[config.mk]
export PLATFORM = sky130hd
export DESIGN_NAME = int8_mac_accum_flat
export DESIGN_NICKNAME = d
export VERILOG_FILES = /design/src/rtl/int8_mac_accum_pkg.sv /design/src/rtl/int8_mac_accum_if.sv /design/src/rtl/int8_requant.sv /design/src/rtl/int8_mac_accum.sv /design/src/flat_wrapper.sv
export SDC_FILE = /design/constraint.sdc
export NUM_CORES = 1
export LEC_CHECK = 0
export CORE_UTILIZATION = 50
export CTS_CLUSTER_SIZE = 28
export DETAILED_ROUTE_END_ITERATION = 16
export PLACE_DENSITY = 0.7
export SKIP_CTS_REPAIR_TIMING = 1
export SYNTH_ARGS = -nofsm -noshare
export SYNTH_HDL_FRONTEND = slang
export SYNTH_SLANG_ARGS = --single-unit
[constraint.sdc]
create_clock -name clk -period 9.7 [get_ports clk]
set_clock_uncertainty 0.2 [all_clocks]
set_input_delay 2.425 -clock clk [delete_from_list [all_inputs] [get_ports clk]]
set_output_delay 2.425 -clock clk [all_outputs]
set_load 0.05 [all_outputs]
[src/rtl/int8_mac_accum_pkg.sv]
// Shared definitions for the int8 MAC accumulate / requantise block:
// FSM state encodings and the default input widths.
package int8_mac_accum_pkg;

  localparam int PSUM_W  = 24;
  localparam int SCALE_W = 8;

  typedef enum logic [1:0] {
    ST_ACC = 2'd0,
    ST_MUL = 2'd1,
    ST_OUT = 2'd2
  } state_e;

endpackage : int8_mac_accum_pkg

[src/rtl/int8_mac_accum_if.sv]
// Beat stream from the MAC (valid/ready) and result stream to writeback
// (valid/ready), grouped so that both sides connect through one bundle.
interface int8_mac_accum_if
  import int8_mac_accum_pkg::*;
#(
  parameter int OUT_W = 24
);

  logic               in_valid;
  logic               in_ready;
  logic [PSUM_W-1:0]  psum_in;
  logic [SCALE_W-1:0] scale_a;
  logic [SCALE_W-1:0] scale_b;
  logic               in_last;
  logic               out_valid;
  logic               out_ready;
  logic [OUT_W-1:0]   out_data;
  logic               out_sat;
  logic               out_ovf;
  logic               out_trunc;

  modport master (
    output in_valid, psum_in, scale_a, scale_b, in_last, out_ready,
    input  in_ready, out_valid, out_data, out_sat, out_ovf, out_trunc
  );

  modport slave (
    input  in_valid, psum_in, scale_a, scale_b, in_last, out_ready,
    output in_ready, out_valid, out_data, out_sat, out_ovf, out_trunc
  );

endinterface : int8_mac_accum_if

[src/rtl/int8_requant.sv]
// Combinational requantiser: acc * sa * sb, round half-up, shift right by
// SHIFT and saturate to OUT_W bits. The caller registers the outputs.
module int8_requant
  import int8_mac_accum_pkg::*;
#(
  parameter int ACC_W = 32,
  parameter int OUT_W = 24,
  parameter int SHIFT = 8
) (
  input  logic [ACC_W-1:0]   acc,
  input  logic [SCALE_W-1:0] sa,
  input  logic [SCALE_W-1:0] sb,
  output logic [OUT_W-1:0]   data,
  output logic               sat
);

  localparam int PROD_W  = ACC_W + 2 * SCALE_W;
  // One extra bit so the rounding add can never wrap.
  localparam int SUM_W   = PROD_W + 1;
  localparam int RND_POS = (SHIFT > 0) ? (SHIFT - 1) : 0;
  localparam logic [SUM_W-1:0] RND_ADD =
    (SHIFT > 0) ? (SUM_W'(1) << RND_POS) : {SUM_W{1'b0}};

  logic [PROD_W-1:0] prod_s;
  logic [SUM_W-1:0]  rounded_s;
  logic [SUM_W-1:0]  shifted_s;

  // Full-precision product, rounding, shift and clamp to the output range
  always_comb begin
    prod_s    = PROD_W'(acc) * PROD_W'(sa) * PROD_W'(sb);
    rounded_s = {1'b0, prod_s} + RND_ADD;
    shifted_s = rounded_s >> SHIFT;
    if (|shifted_s[SUM_W-1:OUT_W]) begin
      data = {OUT_W{1'b1}};
      sat  = 1'b1;
    end else begin
      data = shifted_s[OUT_W-1:0];
      sat  = 1'b0;
    end
  end

endmodule : int8_requant

[src/rtl/int8_mac_accum.sv]
// Tile accumulator behind the int8 dot-product MAC. Sums 24-bit partial
// sums with saturation, requantises the tile total by the first-beat scale
// factors and hands one result per tile to writeback.
module int8_mac_accum
  import int8_mac_accum_pkg::*;
#(
  parameter int ACC_W     = 32,
  parameter int OUT_W     = 24,
  parameter int SHIFT     = 8,
  parameter int MAX_BEATS = 64
) (
  input logic             clk,
  input logic             rst_n,
  int8_mac_accum_if.slave bus
);

  localparam int CNT_W = $clog2(MAX_BEATS + 1);

  state_e             state_r;
  logic [ACC_W-1:0]   acc_r;
  logic [CNT_W-1:0]   beat_cnt_r;
  logic [SCALE_W-1:0] sa_r;
  logic [SCALE_W-1:0] sb_r;
  logic               ovf_r;
  logic               trunc_r;
  logic               in_ready_r;
  logic               out_valid_r;
  logic [OUT_W-1:0]   out_data_r;
  logic               out_sat_r;
  logic               out_ovf_r;
  logic               out_trunc_r;

  logic               accept_s;
  logic [ACC_W-1:0]   acc_next_s;
  logic               acc_clamp_s;
  logic [CNT_W-1:0]   cnt_inc_s;
  logic               hit_max_s;
  logic [OUT_W-1:0]   rq_data_s;
  logic               rq_sat_s;

  // Saturating add of a zero-extended partial sum; MSB flags the clamp.
  function automatic logic [ACC_W:0] sat_add(input logic [ACC_W-1:0]  a,
                                             input logic [PSUM_W-1:0] p);
    logic [ACC_W:0] sum;
    sum = {1'b0, a} + {{(ACC_W + 1 - PSUM_W){1'b0}}, p};
    if (sum[ACC_W]) begin
      sat_add = {1'b1, {ACC_W{1'b1}}};
    end else begin
      sat_add = sum;
    end
  endfunction

  // Beat acceptance, next accumulator value and tile-length bookkeeping
  always_comb begin
    accept_s = 1'b0;
    if (state_r == ST_ACC) begin
      accept_s = bus.in_valid & in_ready_r;
    end else begin
      accept_s = 1'b0;
    end
    {acc_clamp_s, acc_next_s} = sat_add(acc_r, bus.psum_in);
    cnt_inc_s = beat_cnt_r + CNT_W'(1);
    hit_max_s = (cnt_inc_s == CNT_W'(MAX_BEATS));
  end

  int8_requant #(
    .ACC_W (ACC_W),
    .OUT_W (OUT_W),
    .SHIFT (SHIFT)
  ) u_requant (
    .acc  (acc_r),
    .sa   (sa_r),
    .sb   (sb_r),
    .data (rq_data_s),
    .sat  (rq_sat_s)
  );

  // Tile FSM: accumulate in ACC, requantise in MUL, hold result in OUT
  always_ff @(posedge clk) begin
    if (!rst_n) begin
      state_r     <= ST_ACC;
      acc_r       <= {ACC_W{1'b0}};
      beat_cnt_r  <= {CNT_W{1'b0}};
      sa_r        <= {SCALE_W{1'b0}};
      sb_r        <= {SCALE_W{1'b0}};
      ovf_r       <= 1'b0;
      trunc_r     <= 1'b0;
      in_ready_r  <= 1'b1;
      out_valid_r <= 1'b0;
      out_data_r  <= {OUT_W{1'b0}};
      out_sat_r   <= 1'b0;
      out_ovf_r   <= 1'b0;
      out_trunc_r <= 1'b0;
    end else begin
      case (state_r)
        ST_ACC: begin
          if (accept_s) begin
            acc_r      <= acc_next_s;
            beat_cnt_r <= cnt_inc_s;
            ovf_r      <= ovf_r | acc_clamp_s;
            // Only the first beat of a tile carries the scale factors.
            if (beat_cnt_r == {CNT_W{1'b0}}) begin
              sa_r <= bus.scale_a;
              sb_r <= bus.scale_b;
            end else begin
              sa_r <= sa_r;
              sb_r <= sb_r;
            end
            if (bus.in_last || hit_max_s) begin
              state_r    <= ST_MUL;
              in_ready_r <= 1'b0;
              trunc_r    <= ~bus.in_last;
            end else begin
              state_r <= ST_ACC;
            end
          end else begin
            state_r <= ST_ACC;
          end
        end
        ST_MUL: begin
          out_data_r  <= rq_data_s;
          out_sat_r   <= rq_sat_s;
          out_ovf_r   <= ovf_r;
          out_trunc_r <= trunc_r;
          out_valid_r <= 1'b1;
          state_r     <= ST_OUT;
        end
        ST_OUT: begin
          if (bus.out_ready) begin
            out_valid_r <= 1'b0;
            in_ready_r  <= 1'b1;
            acc_r       <= {ACC_W{1'b0}};
            beat_cnt_r  <= {CNT_W{1'b0}};
            ovf_r       <= 1'b0;
            trunc_r     <= 1'b0;
            state_r     <= ST_ACC;
          end else begin
            state_r <= ST_OUT;
          end
        end
        default: begin
          state_r     <= ST_ACC;
          acc_r       <= {ACC_W{1'b0}};
          beat_cnt_r  <= {CNT_W{1'b0}};
          ovf_r       <= 1'b0;
          trunc_r     <= 1'b0;
          in_ready_r  <= 1'b1;
          out_valid_r <= 1'b0;
        end
      endcase
    end
  end

  assign bus.in_ready  = in_ready_r;
  assign bus.out_valid = out_valid_r;
  assign bus.out_data  = out_data_r;
  assign bus.out_sat   = out_sat_r;
  assign bus.out_ovf   = out_ovf_r;
  assign bus.out_trunc = out_trunc_r;

endmodule : int8_mac_accum

[src/flat_wrapper.sv]
// flat-port wrapper written by rule: the top's interface ports become plain ports
module int8_mac_accum_flat import int8_mac_accum_pkg::*;
#(
  parameter int ACC_W     = 32,
  parameter int OUT_W     = 24,
  parameter int SHIFT     = 8,
  parameter int MAX_BEATS = 64
)
  (clk, rst_n, bus_in_valid, bus_psum_in, bus_scale_a, bus_scale_b, bus_in_last, bus_out_ready, bus_in_ready, bus_out_valid, bus_out_data, bus_out_sat, bus_out_ovf, bus_out_trunc);
  int8_mac_accum_if #(.OUT_W(OUT_W)) bus_i ();
  input logic clk;
  input logic rst_n;
  input wire logic [$bits(bus_i.in_valid)-1:0] bus_in_valid;
  input wire logic [$bits(bus_i.psum_in)-1:0] bus_psum_in;
  input wire logic [$bits(bus_i.scale_a)-1:0] bus_scale_a;
  input wire logic [$bits(bus_i.scale_b)-1:0] bus_scale_b;
  input wire logic [$bits(bus_i.in_last)-1:0] bus_in_last;
  input wire logic [$bits(bus_i.out_ready)-1:0] bus_out_ready;
  output wire logic [$bits(bus_i.in_ready)-1:0] bus_in_ready;
  output wire logic [$bits(bus_i.out_valid)-1:0] bus_out_valid;
  output wire logic [$bits(bus_i.out_data)-1:0] bus_out_data;
  output wire logic [$bits(bus_i.out_sat)-1:0] bus_out_sat;
  output wire logic [$bits(bus_i.out_ovf)-1:0] bus_out_ovf;
  output wire logic [$bits(bus_i.out_trunc)-1:0] bus_out_trunc;
  assign bus_i.in_valid = bus_in_valid;
  assign bus_i.psum_in = bus_psum_in;
  assign bus_i.scale_a = bus_scale_a;
  assign bus_i.scale_b = bus_scale_b;
  assign bus_i.in_last = bus_in_last;
  assign bus_i.out_ready = bus_out_ready;
  assign bus_in_ready = bus_i.in_ready;
  assign bus_out_valid = bus_i.out_valid;
  assign bus_out_data = bus_i.out_data;
  assign bus_out_sat = bus_i.out_sat;
  assign bus_out_ovf = bus_i.out_ovf;
  assign bus_out_trunc = bus_i.out_trunc;
  int8_mac_accum #(.ACC_W(ACC_W), .OUT_W(OUT_W), .SHIFT(SHIFT), .MAX_BEATS(MAX_BEATS)) u_core (.clk(clk), .rst_n(rst_n), .bus(bus_i));
endmodule
After elaboration in Yosys (flattened, before gate mapping). Cells that the tools add are included.

$add $sub $neg: 3. $mul: 2. Equality and inequality tests: 6. Multiplexer cells: 25. Bitwise logic cells: 5. Reductions and logical operators: 8.

Operators by type and width (count): one-hot mux 32 bit (3 select lines) (1); two-way mux 32 bit (2); adder 48 x 8 -> 49 bit (second input constant) (1); multiplier 40 x 8 -> 48 bit (1); multiplier 32 x 8 -> 40 bit (1); adder 32 x 24 -> 33 bit (1); two-way mux 33 bit (1); two-way mux 24 bit (1); one-hot mux 7 bit (3 select lines) (1); OR reduction 17 bit (1); two-way mux 7 bit (2); one-hot mux 1 bit (3 select lines) (4); two-way mux 1 bit (11); adder 7 x 1 -> 7 bit (second input constant) (1); == test 7 bit (second input constant) (1); zero test 7 bit (1); one-hot mux 2 bit (3 select lines) (1); AND reduction 3 bit (2); != test 2 bit (second input constant) (2); AND reduction 4 bit (1); NOT 1 bit (3); == test 2 x 1 -> 1 bit (second input constant) (1); == test 2 bit (second input constant) (1); zero test 2 bit (1); 6 further kinds (6).

Register bits: 88. Output and inout bits: 29. Logic and storage cells: 62.

Logic depth before layout (Yosys ltp).
Depth after elaboration: 6. Depth in mapped cells: 42.

By module. A second synthesis with hierarchy kept.

Cells, all modules: 2768. Area total of the unflattened synthesis: 23538.8 µm².

By module, submodules not included: int8_requant (times used 1, cells an instance 2224, area an instance 18929.4 µm²); int8_mac_accum (times used 1, cells an instance 544, area an instance 4609.4 µm²).

Worst setup path before layout. OpenSTA, ideal clock, no wires.

Path type: reg-to-reg. Start point: register u_core.sa_r[2]. End point: register u_core.out_data_r[9], in the netlist u_core.bus.out_data[9]. Arrival time: 9.555 ns. Data required time: 9.370 ns. Slack: -0.184 ns. Stages on the path, launching flop included: 36. Path buffers: 3. Clock period less this slack: 9.884 ns. Cells stage by stage: dfxtp_1 > clkbuf_1 > and2_1 > fa_1 > fa_1 > fa_1 > inv_1 > fa_1 > inv_1 > ha_1 > a211o_1 > a2111oi_2 > nor3_1 > o211ai_1 > a21oi_1 > o31a_1 > o21a_1 > or3b_1 > fa_1 > fa_1 > fa_1 > fa_1 > inv_1 > ha_1 > clkbuf_1 > a21oi_1 > o21ai_0 > a21o_1 > a2111oi_0 > a211o_1 > o21ai_0 > a21oi_1 > mux2i_1 > o2111a_1 > buf_2 > a21oi_1.

Longest elaborated chain between the ends: 5.

Ends and longest elaborated chain: start, declared (line int8_mac_accum.sv:22) `logic [SCALE_W-1:0] sa_r;`; start signal, assigned (line int8_mac_accum.sv:84) `sa_r <= {SCALE_W{1'b0}};`; start signal, assigned (line int8_mac_accum.sv:103) `sa_r <= bus.scale_a;`; start signal, assigned (line int8_mac_accum.sv:106) `sa_r <= sa_r;`; multiplier 32 x 8 -> 40 bit (*) (line int8_requant.sv:30) `prod_s = PROD_W'(acc) * PROD_W'(sa) * PROD_W'(sb);`; multiplier 40 x 8 -> 48 bit (*) (line int8_requant.sv:30); adder 48 x 8 -> 49 bit (*) (line int8_requant.sv:31) `rounded_s = {1'b0, prod_s} + RND_ADD;`; OR reduction 17 bit (line int8_requant.sv:33) `if (|shifted_s[SUM_W-1:OUT_W]) begin`; two-way mux 24 bit (*) (line int8_requant.sv:33); end signal, assigned (line int8_mac_accum.sv:90) `out_data_r <= {OUT_W{1'b0}};`; end signal, assigned (line int8_mac_accum.sv:121) `out_data_r <= rq_data_s;`; end, declared (line int8_mac_accum.sv:28) `logic [OUT_W-1:0] out_data_r;`.

Mark *: on every way between the ends. The rest lies on a longest branch, timed or not. A chain may end at the register's enable or synchronous reset.

Worst setup path in the final report.
Start point: register u_core.sa_r[4]. End point: register u_core.out_sat_r, in the netlist u_core.bus.out_sat.

Longest elaborated chain between the ends: 5.

Ends and longest elaborated chain: multiplier 32 x 8 -> 40 bit (line int8_requant.sv:30); multiplier 40 x 8 -> 48 bit (line int8_requant.sv:30); adder 48 x 8 -> 49 bit (line int8_requant.sv:31); OR reduction 17 bit (line int8_requant.sv:33); two-way mux 1 bit (line int8_requant.sv:33); end signal, assigned (line int8_mac_accum.sv:122) `out_sat_r <= rq_sat_s;`; end, declared (line int8_mac_accum.sv:29) `logic out_sat_r;`.

No other way between the ends.

==> summary.txt <==
Pwr
  • Leakage power: 13.6 nW
  • Tot Pwr: 1.83 mW
  • Pwr Density: 63.2 nW/µm²
  • Worst VDD drop: 0.123 mV

Floorplan
  • Die area: 47,600 µm²
  • IO Pins: 74
  • CORE AREA: 45,800 µm²
  • Die H: 218 µm
  • Row count: 78
  • DIE WIDTH: 218 µm
  • Effective utilization at floorplan: 51.1%

Global route
  • Initial antenna violation count: 0
  • Gr usage total: 25.1%
  • Global-route wire length before repair: 97.9 mm
  • GRT overflow: 0
  • Number of global-route vias before repair: 20,453
  • Largest net degree at the start of global routing: 46

STA
  • WHS: 0.254 ns
  • Final hold violation count: 0
  • Fin. max-slew vios: 0
  • RSZ-0062 raised after global routing: true
  • Final Cycle Share: 106%
  • Relative slew slack: 15.4%
  • Min cycle time layout: 10.30 ns
  • F_max: 97.1 MHz
  • Final setup viols: 25
  • Setup ws final: -0.596 ns
  • Slew of the pin with the lowest slew margin: 1.27 ns

Logic synthesis
  • Area leader, netlist: fa_1
  • FFs w/ async S/R, synth: 0%
  • Library cells used by synthesis: 88
  • Syn nets: 3,379
  • Syn_area_per_cell: 8.55 µm²
  • Top_reg_cell synth: dfxtp_1
  • Synth Instances: 2,735
  • Number of synthesized flops with an enable pin: 0
  • Synth top area cells: fa_1 35%, ha_1 10%, and2_1 10%
  • Netlist Area Pre-Place: 23,400 µm²
  • Synth warn: 0
  • FF+latch count, synth: 88
  • Sequential share of the synthesized area: 7.53%
  • Post-synth top area share: 34.9%

Route
  • DRC violations left: 0
  • Antenna-violating nets left: 0
  • Drt wl/cell: 16.6 µm
  • Routed wire length: 61.1 mm
  • Vias: 20,000
  • DRT Pass-1 Iters: 5
  • Iter 0 DRT Violations: 1,168
  • DR vias/cell: 5.43

Finish
  • Final #Nets: 3,723
  • Final Cell Area: 28,900 µm²
  • Final std cells w/o fill: 3,684
  • FF+latch area: 1780 µm²
  • Area occupied by multi-input gates: 20,400 µm²
  • Fillers: 3,760
  • Share of layout cells above drive strength 1: 20.0%
  • # diodes: 0
  • Area Growth Syn to Fin: 23.6%

Placement
  • Area after DPL: 27,100 µm²
  • Dpl hpwl: 48.0 mm
  • Placer Congestion: 0.908
  • Port Buf Inserts: 73
  • DP Cell Count: 3,630

Clock network
  • Clock Path Buffers: 2
  • Clock Pin Slew Worst Setup and Hold Paths: 0.09 ns
  • Clock tree sinks: 88
  • Number of CTS-inserted buffers: 9
  • Clk_lat worst skew: 0.41 ns
  • CTS tree: done
  • H-tree Lvls: 3
  • Clock root buffer: clkbuf_16

Critical path
  • Worst endpoint required time: 9.77 ns
  • Crit-path max FO: 8
  • CP max stage cell: fa_1
  • Most used cell, CP: fa_1
  • CP peak stage delay: 0.57 ns
  • Startpoint types: register
  • Arrival time worst endpoint: 10.37 ns
  • Crit path kind: reg2reg
  • Worst setup EP type: register

Hold path
  • Hold crit path type: reg2reg

Run status
  • Status: finished, violations left
  • Violated checks: setup timing

Flow run
  • Max Cap Viol: 0
==> flip-flops by register name (all words and copies together), names as in the netlist <==
register              cells
u_core.acc_r             32
u_core.bus.out_data      24
u_core.sa_r               8
u_core.sb_r               8
u_core.beat_cnt_r         7
u_core.state_r            2
u_core.bus.in_ready       1
u_core.bus.out_ovf        1
u_core.bus.out_sat        1
u_core.bus.out_trunc      1
u_core.bus.out_valid      1
u_core.ovf_r              1
u_core.trunc_r            1
==> area by class of cell <==
| class | count | area share [%] |
|---|---|---|
| multi-input combinational | 2061 | 70.7 |
| timing repair buffer | 457 | 13.5 |
| sequential | 88 | 6.15 |
| inverter | 462 | 6.00 |
| tap | 600 | 2.60 |
| clock buffer | 9 | 0.779 |
| clock inverter | 7 | 0.247 |
==> cells by family after synthesis <==
logic type                 share of synthesized area (%)
xor gates and xnor gates                            2.62
muxes                                              0.342
and+or+nand+nor                                     22.6
adders and majority gates                           45.1
buffers and inverters                               9.57
DFF                                                 7.53
AOI/OAI and AO/OA                                   12.2
==> final timing paths <==
| check | from | slack (ns) | to | cells after the start |
|---|---|---|---|---|
| setup / recovery | u_core.sa_r[4] | -0.60 | u_core.bus.out_sat | 38 |
| hold / removal | u_core.sb_r[2] | 0.25 | u_core.sb_r[2] | 2 |
| setup reg to reg | u_core.sa_r[4] | -0.60 | u_core.bus.out_sat | 38 |
| hold reg to reg | u_core.sb_r[2] | 0.25 | u_core.sb_r[2] | 2 |
==> metrics by stage <==
| stage | setup slack (ns) | util (%) | setup TNS (ns) |
|---|---|---|---|
| final | -0.596 | 63.1 | -13.31 |
| after global routing | -0.909 | 63.1 | -20.91 |
| after CTS | -0.777 | 60.0 | -18.23 |
| after detailed placement | -0.731 | 59.3 | -17.47 |
| after global placement | -0.480 | 59.3 | -11.82 |
| after floorplan | 0.00288 | - | 0 |
==> routing by layer <==
layer | global-route usage, % | up-vias | wire [µm]
met4 | 6.64 | 0 | 1090
met3 | 3.05 | 73 | 2680
met1 | 34.4 | 9950 | 27800
li1 | - | 9451 | -
met5 | 0 | - | 0
met2 | 41.9 | 526 | 29500
==> synthesized netlist by cell type, types with 5 or more instances <==
library cell and instances:
inv_1 462, fa_1 408, and2_1 379, nand2_1 270, ha_1 191, a21oi_1 136, clkbuf_1 113, nor2_1 89
dfxtp_1 88, o21ai_0 82, xnor2_1 55, a21o_1 38, nand3_1 29, and3_1 23, nor2b_1 23, a221o_1 22
nand4_1 19, nor4_2 19, nor3_1 17, or3_1 17, o21bai_1 16, xor2_1 15, and4_1 14, o21a_1 14
a31oi_1 12, o211ai_1 11, a311oi_1 10, nand2b_1 10, nor3b_1 10, nor4b_1 10, a211oi_1 9, mux2i_1 8
a211o_1 5, nor4_1 5, or2_2 5, or4b_2 5
==> cells in the final DEF, fill, tap and decap left out, types with 70 or more instances in the layout <==
master           netlist  layout
nor2_1                89      83
o21ai_0               82      70
inv_1                462     449
nand2_1              270     267
a21oi_1              136      97
clkdlybuf4s50_1        0      73
ha_1                 191     168
fa_1                 408     401
buf_4                  3     352
and2_1               379     370
dfxtp_1               88      78
==> power breakdown <==
group	leakage (nW)	switching, mW	internal [mW]
logic	12.8	0.562	0.458
registers	0.722	0.0455	0.391
clock network	0.146	0.188	0.182
total	13.6	0.796	1.03
==> worst max-delay path: cells and delay by family (launching register included) <==
family,cells,cell delay (ns)
compound gates,12,2.55
xor+xnor,1,0.21
fa+ha+maj,10,4.58
buf+inv,9,1.02
flops,1,0.37
simple gates,6,1.24
No activity file was read; power rests on OpenSTA's default activity.
